===== config.mk =====
export PLATFORM = sky130hd
export DESIGN_NAME = mem_arbiter_flat
export DESIGN_NICKNAME = d
export VERILOG_FILES = /design/src/rtl/mem_arbiter_if.sv /design/src/rtl/mem_arbiter.sv /design/src/flat_wrapper.sv
export SDC_FILE = /design/constraint.sdc
export NUM_CORES = 1
export LEC_CHECK = 0
export CELL_PAD_IN_SITES_DETAIL_PLACEMENT = 0
export CELL_PAD_IN_SITES_GLOBAL_PLACEMENT = 2
export CORE_MARGIN = 5
export CORE_UTILIZATION = 27
export CTS_CLUSTER_SIZE = 10
export DETAILED_ROUTE_END_ITERATION = 8
export PLACE_DENSITY = 0.91
export SLEW_MARGIN = 20
export SYNTH_ARGS = -nofsm -noshare
export SYNTH_HDL_FRONTEND = slang
export SYNTH_SLANG_ARGS = --single-unit

===== constraint.sdc =====
create_clock -name clk -period 2.6 [get_ports clk]
set_input_delay 0.52 -clock clk [delete_from_list [all_inputs] [get_ports clk]]
set_output_delay 0.52 -clock clk [all_outputs]
set_load 0.02 [all_outputs]

===== src/rtl/mem_arbiter_if.sv =====
// mem_arbiter_if: bundles the I-cache, D-cache and main-memory signals of the
// line-memory arbiter.
//   slave  modport : arbiter side (takes requests and memory read data;
//                    drives done/rdata, memory controls and busy)
//   master modport : environment side (caches plus memory), the mirror image
interface mem_arbiter_if #(
  parameter int ADDR_W = 14,
  parameter int LINE_W = 64
);
  logic              i_req;
  logic [ADDR_W-1:0] i_addr;
  logic              i_done;
  logic [LINE_W-1:0] i_rdata;
  logic              d_req;
  logic              d_dirty;
  logic [ADDR_W-1:0] d_addr;
  logic [ADDR_W-1:0] d_wb_addr;
  logic [LINE_W-1:0] d_wb_data;
  logic              d_done;
  logic [LINE_W-1:0] d_rdata;
  logic              mem_re;
  logic              mem_we;
  logic [ADDR_W-1:0] mem_addr;
  logic [LINE_W-1:0] mem_wdata;
  logic [LINE_W-1:0] mem_rdata;
  logic              busy;

  modport slave (
    input  i_req, i_addr, d_req, d_dirty, d_addr, d_wb_addr, d_wb_data, mem_rdata,
    output i_done, i_rdata, d_done, d_rdata, mem_re, mem_we, mem_addr, mem_wdata, busy
  );

  modport master (
    output i_req, i_addr, d_req, d_dirty, d_addr, d_wb_addr, d_wb_data, mem_rdata,
    input  i_done, i_rdata, d_done, d_rdata, mem_re, mem_we, mem_addr, mem_wdata, busy
  );
endinterface


===== src/rtl/mem_arbiter.sv =====
// mem_arbiter: shares one fixed-latency line memory between the I-cache and
// D-cache miss handlers. A dirty D-cache miss runs writeback then fill as one
// atomic grant. Every output is a register loaded from the next-state decode.
//   clk  : clock, rising edge
//   rst  : synchronous reset, active high
//   bus  : mem_arbiter_if.slave (request/done/rdata per cache, memory port, busy)
module mem_arbiter #(
  parameter int ADDR_W   = 14,
  parameter int LINE_W   = 64,
  parameter int MEM_LAT  = 4,
  parameter int ARB_MODE = 0
) (
  input  logic           clk,
  input  logic           rst,
  mem_arbiter_if.slave   bus
);

  typedef enum logic [2:0] {
    ST_IDLE = 3'd0,
    ST_I_RD = 3'd1,
    ST_D_WB = 3'd2,
    ST_D_RD = 3'd3,
    ST_RESP = 3'd4
  } state_t;

  localparam logic [3:0] CNT_LAST = 4'(MEM_LAT - 1);
  localparam bit         RR_MODE  = (ARB_MODE == 1);

  state_t            r_state, w_state_nxt;
  logic [3:0]        r_cnt;
  logic              r_gnt_d;   // current grant belongs to the D-cache
  logic              r_last_d;  // last grant went to the D-cache
  logic [ADDR_W-1:0] r_i_addr, r_d_addr, r_wb_addr;
  logic [LINE_W-1:0] r_wb_data;

  logic              r_i_done, r_d_done, r_mem_re, r_mem_we, r_busy;
  logic [ADDR_W-1:0] r_mem_addr;
  logic [LINE_W-1:0] r_mem_wdata, r_i_rdata, r_d_rdata;

  logic              w_pick_d, w_grant, w_cnt_last;
  logic              w_i_done, w_d_done, w_mem_re, w_mem_we, w_busy;
  logic [ADDR_W-1:0] w_mem_addr, w_i_addr, w_d_addr, w_wb_addr;
  logic [LINE_W-1:0] w_mem_wdata, w_wb_data;

  // Arbitration choice among the live request lines.
  always_comb begin
    w_pick_d = 1'b0;
    if (bus.d_req && bus.i_req) begin
      w_pick_d = RR_MODE ? !r_last_d : 1'b1;
    end else if (bus.d_req) begin
      w_pick_d = 1'b1;
    end else begin
      w_pick_d = 1'b0;
    end
  end

  // Next-state decode.
  always_comb begin
    w_state_nxt = r_state;
    w_grant     = 1'b0;
    w_cnt_last  = (r_cnt == CNT_LAST);
    case (r_state)
      ST_IDLE: begin
        if (bus.i_req || bus.d_req) begin
          w_grant = 1'b1;
          if (w_pick_d) begin
            w_state_nxt = bus.d_dirty ? ST_D_WB : ST_D_RD;
          end else begin
            w_state_nxt = ST_I_RD;
          end
        end else begin
          w_state_nxt = ST_IDLE;
        end
      end
      ST_I_RD, ST_D_RD: begin
        if (w_cnt_last) w_state_nxt = ST_RESP;
        else            w_state_nxt = r_state;
      end
      ST_D_WB: begin
        // Fill follows writeback directly so the I-cache cannot slip in.
        if (w_cnt_last) w_state_nxt = ST_D_RD;
        else            w_state_nxt = ST_D_WB;
      end
      ST_RESP: w_state_nxt = ST_IDLE;
      default: w_state_nxt = ST_IDLE;
    endcase
  end

  // Output decode from the next state; on the grant cycle the addresses come
  // straight from the request inputs because the latches load on that edge.
  always_comb begin
    w_i_addr    = w_grant ? bus.i_addr    : r_i_addr;
    w_d_addr    = w_grant ? bus.d_addr    : r_d_addr;
    w_wb_addr   = w_grant ? bus.d_wb_addr : r_wb_addr;
    w_wb_data   = w_grant ? bus.d_wb_data : r_wb_data;
    w_mem_re    = 1'b0;
    w_mem_we    = 1'b0;
    w_mem_addr  = {ADDR_W{1'b0}};
    w_mem_wdata = {LINE_W{1'b0}};
    w_i_done    = 1'b0;
    w_d_done    = 1'b0;
    w_busy      = (w_state_nxt != ST_IDLE);
    case (w_state_nxt)
      ST_I_RD: begin
        w_mem_re   = 1'b1;
        w_mem_addr = w_i_addr;
      end
      ST_D_RD: begin
        w_mem_re   = 1'b1;
        w_mem_addr = w_d_addr;
      end
      ST_D_WB: begin
        w_mem_we    = 1'b1;
        w_mem_addr  = w_wb_addr;
        w_mem_wdata = w_wb_data;
      end
      ST_RESP: begin
        w_i_done = !r_gnt_d;
        w_d_done = r_gnt_d;
      end
      default: begin
        w_mem_re = 1'b0;
      end
    endcase
  end

  // State, counter, request latches and registered outputs.
  always_ff @(posedge clk) begin
    if (rst) begin
      r_state     <= ST_IDLE;
      r_cnt       <= 4'd0;
      r_gnt_d     <= 1'b0;
      r_last_d    <= 1'b0;
      r_i_addr    <= {ADDR_W{1'b0}};
      r_d_addr    <= {ADDR_W{1'b0}};
      r_wb_addr   <= {ADDR_W{1'b0}};
      r_wb_data   <= {LINE_W{1'b0}};
      r_i_done    <= 1'b0;
      r_d_done    <= 1'b0;
      r_mem_re    <= 1'b0;
      r_mem_we    <= 1'b0;
      r_busy      <= 1'b0;
      r_mem_addr  <= {ADDR_W{1'b0}};
      r_mem_wdata <= {LINE_W{1'b0}};
      r_i_rdata   <= {LINE_W{1'b0}};
      r_d_rdata   <= {LINE_W{1'b0}};
    end else begin
      r_state <= w_state_nxt;
      // Cleared on every state entry, so each phase counts 0..MEM_LAT-1.
      if ((w_state_nxt != r_state) || (r_state == ST_IDLE)) r_cnt <= 4'd0;
      else                                                   r_cnt <= r_cnt + 4'd1;
      if (w_grant) begin
        r_gnt_d   <= w_pick_d;
        r_last_d  <= w_pick_d;
        r_i_addr  <= bus.i_addr;
        r_d_addr  <= bus.d_addr;
        r_wb_addr <= bus.d_wb_addr;
        r_wb_data <= bus.d_wb_data;
      end
      // Memory read data is only valid in the final cycle of a read.
      if ((r_state == ST_I_RD) && w_cnt_last) r_i_rdata <= bus.mem_rdata;
      if ((r_state == ST_D_RD) && w_cnt_last) r_d_rdata <= bus.mem_rdata;
      r_i_done    <= w_i_done;
      r_d_done    <= w_d_done;
      r_mem_re    <= w_mem_re;
      r_mem_we    <= w_mem_we;
      r_busy      <= w_busy;
      r_mem_addr  <= w_mem_addr;
      r_mem_wdata <= w_mem_wdata;
    end
  end

  assign bus.i_done    = r_i_done;
  assign bus.i_rdata   = r_i_rdata;
  assign bus.d_done    = r_d_done;
  assign bus.d_rdata   = r_d_rdata;
  assign bus.mem_re    = r_mem_re;
  assign bus.mem_we    = r_mem_we;
  assign bus.mem_addr  = r_mem_addr;
  assign bus.mem_wdata = r_mem_wdata;
  assign bus.busy      = r_busy;

endmodule


===== src/flat_wrapper.sv =====
// flat-port wrapper written by rule: the top's interface ports become plain ports
module mem_arbiter_flat 
#(
  parameter int ADDR_W   = 14,
  parameter int LINE_W   = 64,
  parameter int MEM_LAT  = 4,
  parameter int ARB_MODE = 0
)
  (clk, rst, bus_i_req, bus_i_addr, bus_d_req, bus_d_dirty, bus_d_addr, bus_d_wb_addr, bus_d_wb_data, bus_mem_rdata, bus_i_done, bus_i_rdata, bus_d_done, bus_d_rdata, bus_mem_re, bus_mem_we, bus_mem_addr, bus_mem_wdata, bus_busy);
  mem_arbiter_if #(.ADDR_W(ADDR_W), .LINE_W(LINE_W)) bus_i ();
  input  logic clk;
  input  logic rst;
  input wire logic [$bits(bus_i.i_req)-1:0] bus_i_req;
  input wire logic [$bits(bus_i.i_addr)-1:0] bus_i_addr;
  input wire logic [$bits(bus_i.d_req)-1:0] bus_d_req;
  input wire logic [$bits(bus_i.d_dirty)-1:0] bus_d_dirty;
  input wire logic [$bits(bus_i.d_addr)-1:0] bus_d_addr;
  input wire logic [$bits(bus_i.d_wb_addr)-1:0] bus_d_wb_addr;
  input wire logic [$bits(bus_i.d_wb_data)-1:0] bus_d_wb_data;
  input wire logic [$bits(bus_i.mem_rdata)-1:0] bus_mem_rdata;
  output wire logic [$bits(bus_i.i_done)-1:0] bus_i_done;
  output wire logic [$bits(bus_i.i_rdata)-1:0] bus_i_rdata;
  output wire logic [$bits(bus_i.d_done)-1:0] bus_d_done;
  output wire logic [$bits(bus_i.d_rdata)-1:0] bus_d_rdata;
  output wire logic [$bits(bus_i.mem_re)-1:0] bus_mem_re;
  output wire logic [$bits(bus_i.mem_we)-1:0] bus_mem_we;
  output wire logic [$bits(bus_i.mem_addr)-1:0] bus_mem_addr;
  output wire logic [$bits(bus_i.mem_wdata)-1:0] bus_mem_wdata;
  output wire logic [$bits(bus_i.busy)-1:0] bus_busy;
  assign bus_i.i_req = bus_i_req;
  assign bus_i.i_addr = bus_i_addr;
  assign bus_i.d_req = bus_d_req;
  assign bus_i.d_dirty = bus_d_dirty;
  assign bus_i.d_addr = bus_d_addr;
  assign bus_i.d_wb_addr = bus_d_wb_addr;
  assign bus_i.d_wb_data = bus_d_wb_data;
  assign bus_i.mem_rdata = bus_mem_rdata;
  assign bus_i_done = bus_i.i_done;
  assign bus_i_rdata = bus_i.i_rdata;
  assign bus_d_done = bus_i.d_done;
  assign bus_d_rdata = bus_i.d_rdata;
  assign bus_mem_re = bus_i.mem_re;
  assign bus_mem_we = bus_i.mem_we;
  assign bus_mem_addr = bus_i.mem_addr;
  assign bus_mem_wdata = bus_i.mem_wdata;
  assign bus_busy = bus_i.busy;
  mem_arbiter #(.ADDR_W(ADDR_W), .LINE_W(LINE_W), .MEM_LAT(MEM_LAT), .ARB_MODE(ARB_MODE)) u_core (.clk(clk), .rst(rst), .bus(bus_i));
endmodule

---- Yosys cells after proc, flatten, opt, wreduce, memory -nomap -nowiden ----
Index checks and enable logic that the tools add are counted.
cells by class
  bitwise gates (word level) .............. 2
  reductions and logical operators ........ 13
  mux-type cells .......................... 17
  eq/ne operators ......................... 9
  add/subtract/negate cells ............... 1
operators by type and width
  operator                                                                number
  64-bit two-way mux                                                      1
  14-bit two-way mux                                                      3
  14-bit case mux with 3 select lines                                     1
  3-bit by 2-bit equality test with 1-bit output (second input constant)  4
  2-bit OR reduction                                                      5
  3-bit two-way mux                                                       3
  3-bit case mux with 3 select lines                                      1
  1-bit two-way mux                                                       8
  3-bit by 1-bit equality test with 1-bit output (second input constant)  2
  4-bit by 1-bit adder with 4-bit output (second input constant)          1
  4-bit by 2-bit equality test with 1-bit output (second input constant)  1
  3-bit equality test (second input constant)                             1
  1-bit logical AND                                                       3
  3-bit logical NOT                                                       1
  3-bit inequality test                                                   1
  3-bit nonzero test                                                      1
  1-bit logical OR                                                        2
  1-bit inverter                                                          2
  1-bit logical NOT                                                       1
storage, ports and cells
  bits in registers ....................... 325
  output and inout port bits .............. 211
  logic and storage cells ................. 58
  input port bits ......................... 175

---- Longest topological paths before layout ----
Gate-level depths: netlist of run 1.
  depth after elaboration ................. 8
  gate-level depth with buffers ........... 8
  mapped depth without buffers ............ 5

---- Least setup slack after synthesis of run 1 ----
Ideal clock, no wire load.
  kind .................................... input -> register
  start ................................... input bus_d_req
  end ..................................... register u_core.r_mem_wdata[23], in the netlist u_core.bus.mem_wdata[23]
  library setup time ...................... 74 ps
  cell stages on the path ................. 8
  buffers on the path ..................... 4
  slack ................................... 647 ps
  required time ........................... 2526 ps
  data arrival time ....................... 1878 ps
  cells stage by stage .................... buf_2 > nor2_1 > or4_1 > buf_2 > nand2b_4 > buf_6 > buf_6 > nor3_2
on the way
  longest elaborated chain between the ends .. 8
  elaborated cells between the ends (all ways) .. 13
  classes of those cells .................. 1 x eq/ne; 8 x mux; 1 x bitwise; 3 x reduce/logical
ends and longest elaborated chain
  item                                                           RTL line                              text
  from (decl)                                                    flat_wrapper.sv:15                    input wire logic [$bits(bus_i.d_req)-1:0] bus_d_req;
  1-bit two-way mux / 1-bit logical AND (equally long branches)  mem_arbiter.sv:50, mem_arbiter.sv:48
  1-bit two-way mux                                              mem_arbiter.sv:48                     if (bus.d_req && bus.i_req) begin
  3-bit two-way mux                                              mem_arbiter.sv:66                     if (w_pick_d) begin
  3-bit two-way mux                                              mem_arbiter.sv:64                     if (bus.i_req || bus.d_req) begin
  3-bit case mux with 3 select lines                             mem_arbiter.sv:62                     case (r_state)
  3-bit by 2-bit equality test with 1-bit output                 mem_arbiter.sv:103                    case (w_state_nxt)
  1-bit inverter (no source line)                                n/a
  2-bit OR reduction (no source line)                            n/a
  to (signal assigned)                                           mem_arbiter.sv:144                    r_mem_wdata <= {LINE_W{1'b0}};
  to (signal assigned)                                           mem_arbiter.sv:169                    r_mem_wdata <= w_mem_wdata;
  to (decl)                                                      mem_arbiter.sv:38                     logic [LINE_W-1:0] r_mem_wdata, r_i_rdata, r_d_rdata;
Several ways; a longest one is shown, not always the timed one.
A chain may end at the register's enable or synchronous reset.

---- Final worst setup path of run 1 ----
  start ................................... register u_core.r_state[0]
  end ..................................... register u_core.r_mem_addr[7], in the netlist u_core.bus.mem_addr[7]
on the way
  longest elaborated chain between the ends .. 5
  elaborated cells between the ends (all ways) .. 15
  classes of those cells .................. 6 x eq/ne; 7 x mux; 2 x reduce/logical
ends and longest elaborated chain
  item                                                                                                                     RTL line            text
  from (decl)                                                                                                              mem_arbiter.sv:29   state_t r_state, w_state_nxt;
  from (signal assigned)                                                                                                   mem_arbiter.sv:148  r_state <= w_state_nxt;
  3-bit by 2-bit equality test with 1-bit output / 3-bit by 1-bit equality test with 1-bit output (equally long branches)  mem_arbiter.sv:62
  2-bit OR reduction                                                                                                       mem_arbiter.sv:62
  3-bit case mux with 3 select lines                                                                                       mem_arbiter.sv:62
  3-bit by 2-bit equality test with 1-bit output / 3-bit by 1-bit equality test with 1-bit output (equally long branches)  mem_arbiter.sv:103
  14-bit case mux with 3 select lines (*)                                                                                  mem_arbiter.sv:103
  to (signal assigned)                                                                                                     mem_arbiter.sv:143  r_mem_addr <= {ADDR_W{1'b0}};
  to (signal assigned)                                                                                                     mem_arbiter.sv:168  r_mem_addr <= w_mem_addr;
  to (decl)                                                                                                                mem_arbiter.sv:37   logic [ADDR_W-1:0] r_mem_addr;
Every way passes the cells marked *; elsewhere a longest branch is shown, timed or not.

==> results of run 1 <==
[kinds of logic after synthesis]
| logic type | count (synthesis) |
|---|---|
| AOI/OAI and AO/OA | 258 |
| xor gates and xnor gates | 2 |
| adders and majority gates | 1 |
| buffers and inverters | 102 |
| DFF | 325 |
| muxes | 70 |
| and+or+nand+nor | 497 |
[final cells by class]
cell class                      instances  area (um2)
Fill cell                            4285       25600
Sequential cell                       325        6510
Multi-Input combinational cell        828        4660
Timing Repair Buffer                  419        4200
Clock buffer                           54        1100
Tap cell                              585         732
Clock inverter                          5        32.5
Inverter                                3        11.3
[cells in the mapped netlist, types with 2 or more instances]
library cell               instances  area, um2
sky130_fd_sc_hd__a21boi_0          9       67.6
sky130_fd_sc_hd__dfxtp_1         325       6510
sky130_fd_sc_hd__buf_2            23        115
sky130_fd_sc_hd__nand2_1         290       1090
sky130_fd_sc_hd__and2_1            2       12.5
sky130_fd_sc_hd__a21oi_1         163        816
sky130_fd_sc_hd__and3_1           14       87.6
sky130_fd_sc_hd__o21ba_2           9       90.1
sky130_fd_sc_hd__nor3_2           50        500
sky130_fd_sc_hd__nor3_4            2       32.5
sky130_fd_sc_hd__buf_4             5       37.5
sky130_fd_sc_hd__o32ai_1           5       43.8
sky130_fd_sc_hd__mux2i_1          70        701
sky130_fd_sc_hd__o21ai_0          18       90.1
sky130_fd_sc_hd__o211ai_1         10       75.1
sky130_fd_sc_hd__a2bb2o_1          9       90.1
sky130_fd_sc_hd__a21o_1           10       75.1
sky130_fd_sc_hd__nor3b_1           3       22.5
sky130_fd_sc_hd__inv_1             3       11.3
sky130_fd_sc_hd__buf_6             8       90.1
sky130_fd_sc_hd__nor2_1           81        304
sky130_fd_sc_hd__clkbuf_1         63        236
sky130_fd_sc_hd__a221oi_1          5       43.8
sky130_fd_sc_hd__nor4_1            5       31.3
sky130_fd_sc_hd__nor3_1           17       85.1
sky130_fd_sc_hd__a31oi_1           9       56.3
sky130_fd_sc_hd__o21a_1            6       45.0
sky130_fd_sc_hd__nand3_1          23        115
[state kept, by name, indices dropped and copies added, names as in the netlist, 3 cells and up]
register / cells
u_core.bus.d_rdata: 64
u_core.bus.i_rdata: 64
u_core.bus.mem_wdata: 64
u_core.r_wb_data: 64
u_core.bus.mem_addr: 14
u_core.r_d_addr: 14
u_core.r_i_addr: 14
u_core.r_wb_addr: 14
u_core.r_cnt: 4
u_core.r_state: 3
[worst max-delay path by stage]
stage                                          end
after global routing       u_core.bus.mem_addr[13]
final                       u_core.bus.mem_addr[7]
after floorplan           u_core.bus.mem_wdata[23]
after detailed placement    u_core.bus.mem_addr[4]
after global placement    u_core.bus.mem_wdata[63]
after CTS                   u_core.bus.mem_addr[7]
[power breakdown]
group | internal, mW | leakage [nW] | switching (mW) | total (mW)
clock | 2.94 | 0.559 | 2.02 | 4.96
combinational | 0.786 | 2.87 | 0.920 | 1.71
sequential | 5.24 | 2.64 | 0.0902 | 5.33
total | 8.96 | 6.08 | 3.03 | 12.0
[routing by layer]
| metal | global-route usage | vias up | part of all wire |
|---|---|---|---|
| met5 | 0 | - | 0 |
| met4 | 0.0565 | 0 | 0.032 |
| met3 | 0.0614 | 74 | 0.096 |
| met2 | 0.239 | 357 | 0.45 |
| met1 | 0.190 | 4629 | 0.43 |
| li1 | - | 4957 | - |
[layout by cell type, fill, tap and decap left out, types with 2 or more instances in the layout]
cell / n
sky130_fd_sc_hd__clkdlybuf4s50_1: 384
sky130_fd_sc_hd__dfxtp_1: 325
sky130_fd_sc_hd__nand2_1: 290
sky130_fd_sc_hd__a21oi_1: 163
sky130_fd_sc_hd__nor2_1: 81
sky130_fd_sc_hd__mux2i_1: 70
sky130_fd_sc_hd__nor3_2: 49
sky130_fd_sc_hd__clkbuf_16: 41
sky130_fd_sc_hd__buf_4: 27
sky130_fd_sc_hd__nand3_1: 21
sky130_fd_sc_hd__o21ai_0: 18
sky130_fd_sc_hd__nor3_1: 17
sky130_fd_sc_hd__and3_1: 14
sky130_fd_sc_hd__a21o_1: 10
sky130_fd_sc_hd__o211ai_1: 10
sky130_fd_sc_hd__clkbuf_1: 10
sky130_fd_sc_hd__a2bb2o_1: 9
sky130_fd_sc_hd__a21boi_0: 9
sky130_fd_sc_hd__a31oi_1: 9
sky130_fd_sc_hd__o21ba_2: 9
sky130_fd_sc_hd__buf_12: 7
sky130_fd_sc_hd__o21a_1: 6
sky130_fd_sc_hd__a221oi_1: 5
sky130_fd_sc_hd__nor4_1: 5
sky130_fd_sc_hd__o32ai_1: 5
sky130_fd_sc_hd__nor3_4: 3
sky130_fd_sc_hd__inv_1: 3
sky130_fd_sc_hd__nor3b_1: 3
sky130_fd_sc_hd__clkinv_2: 3
sky130_fd_sc_hd__clkbuf_8: 3
sky130_fd_sc_hd__nand3_2: 2
sky130_fd_sc_hd__and2_1: 2
sky130_fd_sc_hd__inv_6: 2
[through the flow]
stage                     power (mW)  instance area (um2)  utilization  hold WS, ns  std cells
after CTS                       12.2                17200        0.402        0.374       2219
after floorplan                 6.39                11600            -        0.413       1255
after global routing            12.6                17200        0.402        0.418       2219
after detailed placement        7.14                16100        0.376        0.439       2160
final                           12.0                17200        0.402        0.400       2219
after global placement          7.12                16100        0.376        0.429       2160
[worst max-delay path: stages (launching register included)]
cell and delay, ns:
sky130_fd_sc_hd__dfxtp_1 0.59, sky130_fd_sc_hd__nand2b_1 0.26, sky130_fd_sc_hd__nor3_1 0.91, sky130_fd_sc_hd__a2bb2o_1 0.33
sky130_fd_sc_hd__a31oi_1 0.19
==> flow_summary.rst, run 1 <==
.. list-table::
   :header-rows: 1

   * - Metric
     - Value
   * - Combinational family with the most area after synthesis
     - simple AND/OR/NAND/NOR gates
   * - Height of the die
     - 218 um
   * - Clock latency of the later-clocked register in the worst-skew pair
     - 0.54 ns
   * - CTS root buf
     - sky130_fd_sc_hd__clkbuf_16
   * - Detailed-route wire length
     - 38,100 um
   * - Remaining design rule violation count
     - 0
   * - Net count after synthesis
     - 1,431
   * - Core footprint
     - 42,900 um2
   * - Dominant register cell in the synthesized netlist
     - sky130_fd_sc_hd__dfxtp_1
   * - Mean instance size in the synthesized netlist
     - 9.27 um2
   * - Ratio of final minimum period to clock period
     - 0.905
   * - Area overhead of the layout relative to synthesis
     - 48.2%
   * - GPL Wtd Cong
     - 0.775
   * - Slew HR
     - 0.284
   * - Setup violations, final
     - 0
   * - Cts repair resizes
     - 0
   * - Maximum ir drop on the vdd rail
     - 0.000416 V
   * - Class of the worst hold path
     - input pin to register
   * - Slew at the pin closest to its max-slew limit
     - 1.07 ns
   * - Worst-path fanout max
     - 12
   * - Capture endpoint of the worst hold path
     - u_core.r_wb_data[3]
   * - Synthesized-area fraction occupied by xor and xnor cells
     - 0.00151
   * - Area fraction in and, or, nand and nor cells after synthesis
     - 0.204
   * - Via count of the first global-routing pass
     - just over 10,000
   * - Post-place setup slack
     - around 0.089 ns
   * - Num rows
     - 76
   * - Number of enable-type register cells in the synthesized netlist
     - 0
   * - Synthesized-area fraction occupied by ao, oa, aoi and oai cells
     - 0.132
   * - Number of buffers inserted for hold repair after clock tree synthesis
     - 0
   * - Final Net Count
     - 1,793
   * - Critical path launch point
     - u_core.r_state[0]
   * - Antenna violations before repair
     - 0
   * - Status
     - finished clean
   * - Clk sinks
     - about 330
   * - Synthesized flop and latch total
     - roughly 330
   * - Total number of vias
     - 10,017
   * - Min Tclk post-route
     - 2.35 ns
   * - Final hold viol count
     - 0
   * - Static leakage
     - between 6 and 7 nW
   * - Classification of the worst setup path
     - register to register
   * - Count of boundary I/O pins
     - ~390
   * - Estimated wirelength of the detail-placed design
     - 26,300 um
   * - Hold path depth
     - 2
   * - Post-Synthesis Cell Area
     - 11,600 um2
   * - Area of the die
     - 47,400 um2
   * - Setup TNS after final layout
     - 0 ns
   * - Crit Reg-Reg Startpoint
     - u_core.r_state[0]
   * - Number of cells on the worst reg-to-reg path
     - 4
   * - Inserted Diodes
     - 0
   * - Setup WS post-layout
     - between 0.2 and 0.25 ns
   * - Arithmetic-cell share of the synthesized area counting full adders, half adders and majority gates
     - 0.00108
   * - Number of warnings printed during yosys synthesis
     - 0
   * - First-pass detailed-route iteration total
     - 5
   * - Clock edge transition at the registers on the reported setup and hold paths
     - ~0.06 ns
   * - Proportion of synthesized flip-flops having asynchronous set or reset
     - 0
   * - Number of instances in the synthesized netlist
     - 1,255
   * - Reg2Reg Capture Point
     - u_core.bus.mem_addr[7]
   * - CP arrival
     - about 2.8 ns
   * - Maximum frequency from static timing analysis
     - 425 MHz
   * - Layout cell share with drive strength beyond 1
     - 0.0924
   * - Data required time of the worst path
     - approximately 3.0 ns
   * - GRT Total Usage
     - 0.153
   * - Hold wc startpoint
     - rst
   * - Post-Route Skew
     - about 0.011 ns
   * - TritonCTS clock tree
     - built
   * - Residual antenna-violating net count after detailed routing
     - 0
   * - Wire length of the first global-routing pass
     - 58,000 um
   * - Die outline width
     - 218 um
   * - Number of violations reported at the end of detailed-routing iteration 0
     - 638
   * - Clock buffer count from CTS
     - 40
   * - Max-slew violation total from the final report
     - 0
   * - Unrepaired setup endpoints after global routing
     - false
   * - Clock tree buffer depth
     - 3
   * - GR Overflow Total
     - 0
   * - Number of H-tree branching levels
     - 2
   * - Largest net degree at the start of global routing
     - between 100 and 150
   * - Endpoint class of the critical path
     - register
   * - Share of cell area taken by muxes after synthesis
     - 0.0602
   * - Max Cap Violations
     - 0
   * - Initial cell density of the core
     - 0.271
   * - Share of synthesized area occupied by flip-flops and latches
     - 0.559
   * - Cell Pwr Density
     - 695 nW/um2
   * - Number of buffers added for setup after CTS
     - 0
   * - Number of port buffers
     - 385
   * - Number of distinct library cell variants in the gate-level netlist after synthesis
     - 46
   * - Critical path startpoint category
     - register
   * - Minimum setup slack among reg-to-reg paths
     - 0.25 ns
   * - Via count normalized by instance count
     - 4.51
   * - Wire length per cell after detailed routing
     - 17.1 um
(Power assumes the default switching activity.)
==> run 2: changes to the inputs <==
--- a/config.mk
+++ b/config.mk
@@ -9,6 +9,7 @@
 export CELL_PAD_IN_SITES_GLOBAL_PLACEMENT = 2
 export CORE_MARGIN = 5
 export CORE_UTILIZATION = 27
+export CTS_BUF_LIST = sky130_fd_sc_hd__clkbuf_4 sky130_fd_sc_hd__clkbuf_8 sky130_fd_sc_hd__clkbuf_16
 export CTS_CLUSTER_SIZE = 10
 export DETAILED_ROUTE_END_ITERATION = 8
 export PLACE_DENSITY = 0.91
==> run 2 against run 1 <==
Effect of this change:
- die area unchanged
- design area increased by 0.22%
- cell count is the same
- critical endpoint unchanged
- largest power group unchanged
==> flow_summary.rst, run 2 (synthesized netlist as in run 1, its figures left out) <==
.. list-table::
   :header-rows: 1

   * - Metric
     - Value
   * - Unrepaired setup endpoints after global routing
     - false
   * - Total area of multi-input combinational cells
     - 4660 um2
   * - Clk sinks
     - 325
   * - Worst-path fanout max
     - 12
   * - Most common library cell in the layout ignoring fill and taps
     - sky130_fd_sc_hd__clkdlybuf4s50_1
   * - Wire length of the first global-routing pass
     - 57,900 um
   * - Total number of vias
     - approximately 10,000
   * - Most used cells in the layout excluding fill and tap cells
     - 384 x sky130_fd_sc_hd__clkdlybuf4s50_1, 325 x sky130_fd_sc_hd__dfxtp_1, 290 x sky130_fd_sc_hd__nand2_1, 163 x sky130_fd_sc_hd__a21oi_1, 81 x sky130_fd_sc_hd__nor2_1
   * - Cts repair resizes
     - 0
   * - Post-Route Skew
     - 0.0113 ns
   * - Layout cell share with drive strength beyond 1
     - 0.0985
   * - Clock latency of the later-clocked register in the worst-skew pair
     - 0.54 ns
   * - Wire length per cell after detailed routing
     - 17.1 um
   * - Residual antenna-violating net count after detailed routing
     - 0
   * - Die outline width
     - 218 um
   * - CTS root buf
     - sky130_fd_sc_hd__clkbuf_16
   * - Maximum ir drop on the vdd rail
     - about 0.00042 V
   * - Via count normalized by instance count
     - 4.52
   * - Classification of the worst setup path
     - register to register
   * - Endpoint class of the critical path
     - register
   * - Class of the worst hold path
     - input pin to register
   * - Core footprint
     - 42,900 um2
   * - Inserted Diodes
     - 0
   * - Setup TNS after final layout
     - 0 ns
   * - Area of the die
     - 47,400 um2
   * - Number of port buffers
     - 385
   * - GR Overflow Total
     - 0
   * - Setup violations, final
     - 0
   * - Final hold viol count
     - 0
   * - Count of boundary I/O pins
     - 386
   * - Area overhead of the layout relative to synthesis
     - 48.5%
   * - Power Internal
     - roughly 9.1 mW
   * - Remaining design rule violation count
     - 0
   * - Height of the die
     - between 200 and 250 um
   * - Critical path startpoint category
     - register
   * - First-pass detailed-route iteration total
     - 5
   * - Maximum frequency from static timing analysis
     - 424 MHz
   * - Number of filler cells placed in the layout
     - 4,279
   * - Num rows
     - 76
   * - Detailed-route wire length
     - 38,000 um
   * - Number of violations reported at the end of detailed-routing iteration 0
     - 608
   * - Switching part of the total
     - 0.251
   * - Antenna violations before repair
     - 0
   * - Largest net degree at the start of global routing
     - 135
   * - Data required time of the worst path
     - roughly 3.0 ns
   * - Part of the total power dissipated in the clock network
     - 0.419
   * - Power after layout
     - 12.1 mW
   * - Storage cell area
     - between 6000 and 7000 um2
   * - Via count of the first global-routing pass
     - around 10,000
   * - GRT Total Usage
     - 0.152
   * - Number of buffers added for setup after CTS
     - 0
   * - Status
     - finished clean
   * - Clock tree buffer depth
     - 3
   * - Cell Pwr Density
     - 700 nW/um2
   * - Switching power
     - 3.03 mW
   * - TritonCTS clock tree
     - built
   * - CP arrival
     - 2.80 ns
   * - Clock edge transition at the registers on the reported setup and hold paths
     - about 0.06 ns
   * - Ratio of final minimum period to clock period
     - 0.906
   * - Slew HR
     - 0.275
   * - Estimated wirelength of the detail-placed design
     - 26,300 um
   * - Clock buffer count from CTS
     - 40
   * - Fraction of power consumed by combinational cells
     - 0.141
   * - Slew at the pin closest to its max-slew limit
     - 1.08 ns
   * - Initial cell density of the core
     - 0.271
   * - GPL Wtd Cong
     - 0.775
   * - Static leakage
     - 6.11 nW
   * - Sequential Power Share
     - 0.440
   * - Max Cap Violations
     - 0
   * - Min Tclk post-route
     - 2.36 ns
   * - Number of H-tree branching levels
     - 2
   * - Max-slew violation total from the final report
     - 0
   * - Number of buffers inserted for hold repair after clock tree synthesis
     - 0
   * - Final Net Count
     - 1,793
run 2: cell counts in the layout (fill, tap and decap cells not counted):
Identical to the previous run, type by type.
run 2: path summary, 6_finish.rpt:
path                      from                endpoint  slack, ns  cells past startpoint
min                        rst     u_core.r_wb_data[3]       0.40                      2
max reg2reg  u_core.r_state[0]  u_core.bus.mem_addr[7]       0.24                      4
min reg2reg    u_core.r_cnt[0]         u_core.r_cnt[0]       0.45                      1
max          u_core.r_state[0]  u_core.bus.mem_addr[7]       0.24                      4
run 2: area by class of cell:
class,count,area share
inverter,3,0.000652
multi-input combinational,828,0.269
timing repair buffer,419,0.243
clock inverter,5,0.00188
tap,585,0.0424
clock buffer,54,0.0661
sequential,325,0.376
run 2: power groups by stage:
stage / Clock (mW) / Sequential (mW) / Combinational (mW)
final: 5.06 / 5.33 / 1.71
after global routing: 5.46 / 5.34 / 1.85
after CTS: 5.29 / 5.33 / 1.72
after detailed placement: 0 / 5.43 / 1.72
after global placement: 0 / 5.43 / 1.69
after floorplan: 0 / 5.51 / 0.874
run 2: through the flow:
step	worst slack (ns)	cell area, um2	hold WS (ns)	instances	util
after floorplan	0.647	11600	0.413	1255	-
after global placement	0.125	16100	0.429	2160	0.376
after detailed placement	0.0892	16100	0.439	2160	0.376
after CTS	0.267	17300	0.374	2219	0.403
after global routing	0.171	17300	0.418	2219	0.403
final	0.243	17300	0.400	2219	0.403
run 2: routing by layer:
| metal | vias to the layer above | track usage | wire [um] |
|---|---|---|---|
| met5 | - | 0 | 0 |
| met4 | 0 | 0.0565 | 1210 |
| met2 | 371 | 0.239 | 16900 |
| met1 | 4627 | 0.190 | 16200 |
| li1 | 4955 | - | - |
| met3 | 74 | 0.0612 | 3690 |
run 2: critical path, stage by stage, from the launching register on:
cell,delay [ns]
sky130_fd_sc_hd__dfxtp_1,0.59
sky130_fd_sc_hd__nand2b_1,0.26
sky130_fd_sc_hd__nor3_1,0.91
sky130_fd_sc_hd__a2bb2o_1,0.32
sky130_fd_sc_hd__a31oi_1,0.19
==> run 3: changes to the inputs <==
--- a/config.mk
+++ b/config.mk
@@ -13,6 +13,7 @@
 export CTS_CLUSTER_SIZE = 10
 export DETAILED_ROUTE_END_ITERATION = 8
 export PLACE_DENSITY = 0.91
+export SKIP_LAST_GASP = 1
 export SLEW_MARGIN = 20
 export SYNTH_ARGS = -nofsm -noshare
 export SYNTH_HDL_FRONTEND = slang
==> constraint.sdc (replaced) <==
create_clock -name clk -period 2.6 [get_ports clk]
set_input_delay 0.26 -clock clk [delete_from_list [all_inputs] [get_ports clk]]
set_output_delay 0.26 -clock clk [all_outputs]
set_load 0.02 [all_outputs]
==> run 3 against run 2 <==
Effect of this change:
- fmax rose by 8.7%
- cell count down 0.63%
- clock-buffer cell count decreased by 3
- hold slack worse by 0.33 ns
- critical path depth stayed put
- clock power increased by 2%
- worst setup slack improved by 0.19 ns
- first-iteration DRC count decreased by 8.2%
- combinational power fell by 2%
- critical path type unchanged
==> flow_summary.rst, run 3 (synthesized netlist as in run 1, its figures left out) <==
.. list-table::
   :header-rows: 1

   * - Metric
     - Value
   * - Wire length of the first global-routing pass
     - roughly 57,000 um
   * - GPL Wtd Cong
     - around 0.8
   * - Classification of the worst setup path
     - register to register
   * - Height of the die
     - 218 um
   * - Post-layout util
     - 0.401
   * - Inserted Diodes
     - 0
   * - Via count normalized by instance count
     - roughly 4.6
   * - Cell family with most CP delay
     - simple AND/OR/NAND/NOR gates
   * - Number of buffers added for setup after CTS
     - 0
   * - Min Tclk post-route
     - 2.17 ns
   * - Layout cell share with drive strength beyond 1
     - 0.0907
   * - Clock edge transition at the registers on the reported setup and hold paths
     - 0.05 ns
   * - Residual antenna-violating net count after detailed routing
     - 0
   * - Number of cells on the worst reg-to-reg path
     - 4
   * - TritonCTS clock tree
     - built
   * - Setup TNS after final layout
     - 0 ns
   * - Max-slew violation total from the final report
     - 0
   * - Clock latency of the later-clocked register in the worst-skew pair
     - 0.56 ns
   * - Storage cell area
     - 6510 um2
   * - Post-Route Skew
     - 0.0239 ns
   * - Number of violations reported at the end of detailed-routing iteration 0
     - 558
   * - Worst-path fanout max
     - 9
   * - Cell Pwr Density
     - 706 nW/um2
   * - Cell chain of the critical path
     - inv_1 -> nor3_1 -> a2bb2o_1 -> a31oi_1
   * - Critical path startpoint category
     - register
   * - Power after layout
     - 12.2 mW
   * - GRT Total Usage
     - 0.151
   * - Slew at the pin closest to its max-slew limit
     - between 1 and 1.5 ns
   * - Data required time of the worst path
     - 3.07 ns
   * - Slew HR
     - 0.275
   * - Slowest stage cell on the critical path
     - sky130_fd_sc_hd__nor3_1
   * - CP arrival
     - 2.64 ns
   * - Number of filler cells placed in the layout
     - 4,260
   * - First-pass detailed-route iteration total
     - 5
   * - Die outline width
     - 218 um
   * - CTS root buf
     - sky130_fd_sc_hd__clkbuf_16
   * - Delay of the slowest cell on the worst path
     - 0.91 ns
   * - Setup violations, final
     - 0
   * - Most used cells in the layout excluding fill and tap cells
     - 384 x sky130_fd_sc_hd__clkdlybuf4s50_1, 325 x sky130_fd_sc_hd__dfxtp_1, 290 x sky130_fd_sc_hd__nand2_1, 163 x sky130_fd_sc_hd__a21oi_1, 81 x sky130_fd_sc_hd__nor2_1
   * - Number of port buffers
     - 385
   * - Clock buffer count from CTS
     - 40
   * - Total area of multi-input combinational cells
     - 4660 um2
   * - Clock tree buffer depth
     - 3
   * - Area of the die
     - approximately 47,000 um2
   * - Number of H-tree branching levels
     - 2
   * - Maximum frequency from static timing analysis
     - 461 MHz
   * - Total number of vias
     - approximately 10,000
   * - Estimated wirelength of the detail-placed design
     - 25,600 um
   * - Clk sinks
     - 325
   * - Reg2Reg Capture Point
     - u_core.bus.mem_addr[1]
   * - GR Overflow Total
     - 0
   * - Critical path launch point
     - u_core.r_state[1]
   * - Num rows
     - 76
   * - Hold wc startpoint
     - rst
   * - Wire length per cell after detailed routing
     - 17.1 um
   * - Core footprint
     - between 40,000 and 50,000 um2
   * - Via count of the first global-routing pass
     - 9,945
   * - Max Cap Violations
     - 0
   * - Class of the worst hold path
     - input pin to register
   * - Most common library cell in the layout ignoring fill and taps
     - sky130_fd_sc_hd__clkdlybuf4s50_1
   * - Minimum setup slack among reg-to-reg paths
     - 0.43 ns
   * - WP buf/inv
     - 1
   * - Number of buffers inserted for hold repair after clock tree synthesis
     - 0
   * - Static leakage
     - 6.06 nW
   * - Remaining design rule violation count
     - 0
   * - Count of boundary I/O pins
     - 386
   * - Cts repair resizes
     - 0
   * - Area after detailed placement
     - around 16,000 um2
   * - Unrepaired setup endpoints after global routing
     - false
   * - Area overhead of the layout relative to synthesis
     - 47.9%
   * - Crit Reg-Reg Startpoint
     - u_core.r_state[1]
   * - Final hold viol count
     - 0
   * - Endpoint class of the critical path
     - register
   * - Initial cell density of the core
     - 0.271
   * - Hold path depth
     - 2
   * - Largest net degree at the start of global routing
     - 152
   * - Status
     - finished clean
   * - Tightest hold margin
     - 0.0665 ns
   * - Ratio of final minimum period to clock period
     - 0.834
   * - Detailed-route wire length
     - 37,600 um
   * - Final Net Count
     - 1,781
   * - Maximum ir drop on the vdd rail
     - 0.000549 V
   * - Antenna violations before repair
     - 1
   * - Capture endpoint of the worst hold path
     - u_core.r_wb_data[9]
   * - Finished Cell Area
     - between 15,000 and 20,000 um2
-- run 3: changes by cell type in the layout (fill, tap and decap cells not counted), sizes merged --
cell / previous run / this run
clkbuf: 54 / 51
bufinv: 0 / 1
buf: 35 / 23
-- run 3: report_power, final --
group / switching, mW / internal (mW)
clock: 2.09 / 3.08
combinational: 0.913 / 0.758
sequential: 0.0801 / 5.23
total: 3.08 / 9.07
-- run 3: final cells by class --
class | instances | share of cell area
sequential | 325 | 0.378
multi-input combinational | 828 | 0.271
timing repair buffer | 407 | 0.239
clock buffer | 51 | 0.0644
tap | 585 | 0.0425
clock inverter | 6 | 0.00494
inverter | 3 | 0.000654
-- run 3: how the worst max path moves through the flow --
stage / cells after the start / slack [ns] / to
after floorplan: 6 / 0.66 / u_core.bus.mem_addr[11]
after global placement: 6 / 0.19 / u_core.bus.mem_wdata[63]
after detailed placement: 6 / 0.12 / u_core.bus.mem_wdata[0]
after CTS: 5 / 0.44 / u_core.bus.mem_addr[1]
after global routing: 5 / 0.26 / u_core.bus.mem_addr[7]
final: 4 / 0.43 / u_core.bus.mem_addr[1]
-- run 3: stage by stage --
step           std cells  setup slack (ns)
2_1_floorplan       1255             0.662
3_3_place_gp        2148             0.187
3_5_place_dp        2148             0.120
4_1_cts             2205             0.437
5_1_grt             2205             0.259
6_report            2205             0.432
-- run 3: routing by layer --
metal	track usage	share of wire
met5	0	0.00035
met4	0.0602	0.035
met3	0.0701	0.11
met2	0.237	0.45
met1	0.180	0.41
==> RTL edit 1 (flow settings as in run 1) <==
The 5 states of `state_t` get a one-hot encoding in 5 bits.
--- a/src/rtl/mem_arbiter.sv
+++ b/src/rtl/mem_arbiter.sv
@@ -16,10 +16,10 @@
 );
 
-  typedef enum logic [2:0] {
-    ST_IDLE = 3'd0,
-    ST_I_RD = 3'd1,
-    ST_D_WB = 3'd2,
-    ST_D_RD = 3'd3,
-    ST_RESP = 3'd4
+  typedef enum logic [4:0] {
+    ST_IDLE = 5'b00001,
+    ST_I_RD = 5'b00010,
+    ST_D_WB = 5'b00100,
+    ST_D_RD = 5'b01000,
+    ST_RESP = 5'b10000
   } state_t;
 
Function: same outputs for any inputs over 4 cycles, from zero or initial values and one cycle with rst high; so few cycles prove little.
==> RTL edit 1 against run 1 <==
Synthesized area is 3.9% lower. Final area is 3.6% lower. Die area is 3.7% lower. First-iteration DRC count is 22% lower. Synthesized cell count is 7.1% lower. Worst setup slack better by 0.12 ns. Sequential cell count is 2 higher. Routed wire length is 9.0% lower. Via count is 9.2% lower. Total power is 4.4% lower. Hold slack better by 0.0056 ns. Critical path type unchanged. Highest routed layer unchanged.
==> RTL edit 1: results (changes against run 1) <==
Worst hold path
  • Hold Crit Class: in2reg

Synthesis
  • Post-synth cell types: 38 (-17%)
  • Post-Syn Nets: 1342 (-6.2%)
  • Leading cell types by total area after synthesis: dfxtp_1 59%, mux2i_1 9.6%, nand2_1 8.7%, a21oi_1 5.9%, nor2_1 4.4%
  • Synth top area share: 0.585 (+0.0262)
  • Top_reg_cell synth: dfxtp_1
  • Post-synth ARST share: 0 (unchanged)
  • Top post-synthesis cells by count: 327 x dfxtp_1, 260 x nand2_1, 131 x a21oi_1, 131 x nor2_1, 107 x mux2i_1
  • Sequential share of the synthesized area: 0.585 (+0.0262)
  • Synth warnings: 0 (unchanged)

Clock tree
  • Clock buffer depth: 3 (unchanged)
  • Total number of H-tree levels: 2 (unchanged)
  • Clock slew at reported path FFs: 0.05 ns
  • Number of buffers created by CTS: 39 (-2.5%)
  • CTS resizes: 0 (unchanged)
  • Worst-Skew Late Latency: 0.54 ns (about the same)
  • Root buffer cell: clkbuf_16
  • Post-CTS setup buffer count: 0 (unchanged)

Place
  • Routability cong.: 0.811 (+4.6%)
  • Post-DP Area: 15600 µm² (-3.4%)
  • Port buffer count: 385 (unchanged)
  • DP Wirelength: 23.5 mm (-11%)

Setup path
  • Crit-path slowest cell: nor4_4
  • Worst-path fanout max: 33 (+21)
  • Slowest stage delay, CP: 0.47 ns (-0.44 ns)
  • WP data arrival: 2.68 ns (-0.12 ns)
  • Critical path's top delay family: compound AO/OA/AOI/OAI gates

GRT
  • First-pass GRT wire length: 51.6 mm (-11%)
  • Vias in the first global route: 8981 (-11%)
  • Antenna violations before repair: 1 (+1)
  • Largest net degree at the start of global routing: 102 (-24%)
  • GRT Residual Overflow: 0 (unchanged)
  • Tot GR Track Use: 0.144 (-0.00883)

Drt
  • First DRT Iteration DRCs: 497 (-22%)
  • Drt via density: 4.40 (-2.5%)
  • Avg WL per Cell: 16.8 µm (-2.3%)
  • Drt pass-1 iters: 5 (unchanged)

Final layout
  • Final nets: 1701 (-5.1%)
  • Share of layout cells above drive strength 1: 0.0737 (-0.0187)

Pwr
  • Peak supply drop: 0.419 mV (+0.60%)
  • P_leak: 5.96 nW (-1.9%)

STA
  • Skew final: 0.0108 ns (-0.000601 ns)
  • Slew Limit Headroom: 0.607 (+0.323)

Run status
  • Outcome: finished clean
## RTL edit 1: changes by cell type after synthesis, sizes merged, moves of 10 or more
cell   before  now
nor2       82  131
mux2i      70  107
a21oi     163  131
nand2     290  260
nand3      23    3
o21ai      18    0
and3       14    0
o22ai       1   14
a21o       10    0
## RTL edit 1: per-stage QoR
stage                     hold WS [ns]  instances  setup slack, ns  utilization
after floorplan                  0.416       1166            0.651            -
after global placement           0.430       2016            0.299        0.380
after detailed placement         0.444       2016            0.221        0.380
after CTS                        0.385       2065            0.351        0.406
after global routing             0.412       2066            0.219        0.406
final                            0.406       2066            0.368        0.406
## RTL edit 1: worst register-to-register path, stage by stage (launching register included)
cell and delay (ns):
dfxtp_1 0.44, nor4_4 0.47, o211a_4 0.34, buf_12 0.28, mux2i_1 0.31, o22ai_1 0.12
o21a_1 0.17
## RTL edit 1: cells by family after synthesis
kind of cell    count (synthesis)  share of synthesized area
flops                         327                      0.585
mux                           107                     0.0957
simple gates                  473                      0.191
xor+xnor                        3                    0.00235
buf+inv                        88                     0.0414
compound gates                167                     0.0834
fa+ha+maj                       1                    0.00112
## RTL edit 1: final timing paths
kind                startpoint                endpoint  slack (ns)  cells past startpoint
max          u_core.r_state[1]  u_core.bus.mem_addr[2]        0.37                      6
min                        rst      u_core.r_i_addr[3]        0.41                      2
max reg2reg  u_core.r_state[1]  u_core.bus.mem_addr[2]        0.37                      6
min reg2reg    u_core.r_cnt[0]         u_core.r_cnt[0]        0.45                      1
## RTL edit 1: final cells by class
class                           count  area [µm²]
Sequential cell                   327        6550
Clock buffer                       45        1010
Fill cell                        4037       24300
Inverter                            3        11.3
Clock inverter                      4        42.5
Antenna cell                        1        2.50
Multi-Input combinational cell    751        4210
Timing Repair Buffer              403        4130
Tap cell                          532         666
## RTL edit 1: report_power, final
group          switching [W]  internal (W)
Combinational       0.000724      0.000689
Clock                0.00202       0.00272
Sequential         0.0000681       0.00525
Total                0.00281       0.00865
## RTL edit 1: layer usage
metal  track usage  wire length [µm]
met5             0                 0
met4        0.0564              1210
met3        0.0445              2410
met2         0.236             16500
met1         0.177             14500
==> RTL edit 2 (config.mk and constraints of run 1) <==
Made on the original files. `ARB_MODE` is set to 0 in 2 places; all go to 1.
--- a/src/rtl/mem_arbiter.sv
+++ b/src/rtl/mem_arbiter.sv
@@ -9,5 +9,5 @@
   parameter int LINE_W   = 64,
   parameter int MEM_LAT  = 4,
-  parameter int ARB_MODE = 0
+  parameter int ARB_MODE = 1
 ) (
   input  logic           clk,
--- a/src/flat_wrapper.sv
+++ b/src/flat_wrapper.sv
@@ -5,5 +5,5 @@
   parameter int LINE_W   = 64,
   parameter int MEM_LAT  = 4,
-  parameter int ARB_MODE = 0
+  parameter int ARB_MODE = 1
 )
   (clk, rst, bus_i_req, bus_i_addr, bus_d_req, bus_d_dirty, bus_d_addr, bus_d_wb_addr, bus_d_wb_data, bus_mem_rdata, bus_i_done, bus_i_rdata, bus_d_done, bus_d_rdata, bus_mem_re, bus_mem_we, bus_mem_addr, bus_mem_wdata, bus_busy);
Check against the original RTL: same outputs for any inputs over 4 cycles, from zero or initial values and one cycle with rst high; that may be too few to reach the edited logic, so the function may still have changed.
==> RTL edit 2 against run 1 <==
Critical path depth rose by 3. Largest cell class unchanged. Critical endpoint is now u_core.bus.i_rdata[55]. Synthesized area is 4.0% lower. Worst setup slack improved by 0.11 ns. Die area fell by 3.9%. Final area down 1.9%. Highest routed layer is now met5. Hold slack got worse by 0.0052 ns. Sequential share of layout area rose by 0.71 points. Total power up 0.99%. Clock skew increased by 0.0050 ns. First-iteration DRC count shrank 31%. Routed wire length decreased by 5.3%. Count of clock-buffer cells in the layout shrank 3. Sequential cell count is the same.
==> RTL edit 2: results (changes against run 1) <==
Worst hold path
  • Worst Hold Path EP: u_core.r_d_addr[2]

Setup path
  • R2R cell count: 7 (+3)
  • Worst-path fanout max: 33 (+21)
  • WP data arrival: 2.73 ns (-0.07 ns)
  • Crit-path slowest cell: nor2_4
  • Worst setup endpoint: u_core.bus.i_rdata[55]
  • R2R setup slack: 0.36 ns (+0.11 ns)
  • FF-to-FF Start: u_core.r_cnt[0]
  • Slowest stage delay, CP: 0.43 ns (-0.48 ns)

Drt
  • Drt pass-1 iters: 4 (-1)
  • Avg WL per Cell: 17.1 µm (-0.17%)
  • First DRT Iteration DRCs: 442 (-31%)
  • DR WL met2: 17.9 mm (+5.6%)
  • WL met1: 15.0 mm (-7.7%)
  • Max layer used: met5
  • Met3 wire len: 2.13 mm (-42%)
  • Drt via density: 4.37 (-3.1%)

Pwr
  • Pwr per Cell Area: 715 nW/µm² (+2.9%)
  • Peak supply drop: 0.461 mV (+11%)
  • P_leak: 6.12 nW (+0.72%)

Place
  • Post-DP Area: 15800 µm² (-2.2%)
  • Post-Place Cells: 2044 (-5.4%)
  • Setup slack at placement: 0.208 ns (+0.119 ns)
  • Routability cong.: 0.770 (-0.74%)
  • DP Wirelength: 26.2 mm (-0.51%)

GRT
  • Vias in the first global route: 9211 (-8.8%)
  • Largest net degree at the start of global routing: 82 (-39%)
  • Antenna violations before repair: 4 (+4)
  • Tot GR Track Use: 0.151 (-0.00139)

Final layout
  • Fill cells: 3972 (-7.3%)
  • Final non-filler cell total: 2104 (-5.2%)
  • Share of layout cells above drive strength 1: 0.0931 (+0.000642)
  • Final nets: 1730 (-3.5%)

Synthesis
  • Post-synthesis area per instance: 9.51 µm² (+2.6%)
  • Leading cell types by total area after synthesis: dfxtp_1 58%, nand2_1 10%, mux2i_1 8.6%, a21oi_1 6.6%, nor3_2 4.4%
  • Synth top area share: 0.583 (+0.0236)
  • Top post-synthesis cells by count: 325 x dfxtp_1, 301 x nand2_1, 147 x a21oi_1
  • Post-synth cell types: 38 (-17%)
  • Sequential share of the synthesized area: 0.583 (+0.0236)

Clock tree
  • Worst-Skew Late Latency: 0.57 ns (+0.03 ns)
  • Total number of H-tree levels: 2 (unchanged)
  • Number of buffers created by CTS: 40 (unchanged)

Run status
  • Outcome: finished clean

STA
  • Slew Limit Headroom: 0.522 (+0.238)
  • Final worst-path cycle share: 0.862 (-0.0435)
-- RTL edit 2: kinds of logic after synthesis --
kind of cell	synth area share
xor+xnor	0.00157
compound gates	0.0861
flops	0.583
fa+ha+maj	0.00112
buf+inv	0.0413
simple gates	0.200
mux	0.0873
-- RTL edit 2: cell type report --
class,count,share of cell area
Inverter,3,0.000665
Clock buffer,51,0.0622
Antenna cell,3,0.000444
Multi-Input combinational cell,763,0.250
Tap cell,532,0.0393
Clock inverter,6,0.00673
Sequential cell,325,0.384
Timing Repair Buffer,421,0.257
-- RTL edit 2: metal layers --
layer / up-vias / GRT usage
met3: 56 / 0.0382
met4: 2 / 0.0509
met2: 215 / 0.255
met1: 4299 / 0.190
li1: 4627 / -
met5: - / 0
-- RTL edit 2: power breakdown --
part           switching [W]  total (W)  leakage (nW)  internal, W
Sequential         0.0000923    0.00534          2.64      0.00525
Combinational       0.000895    0.00171          2.91     0.000819
Clock                0.00210    0.00505         0.565      0.00295
Total                0.00308     0.0121          6.12      0.00902
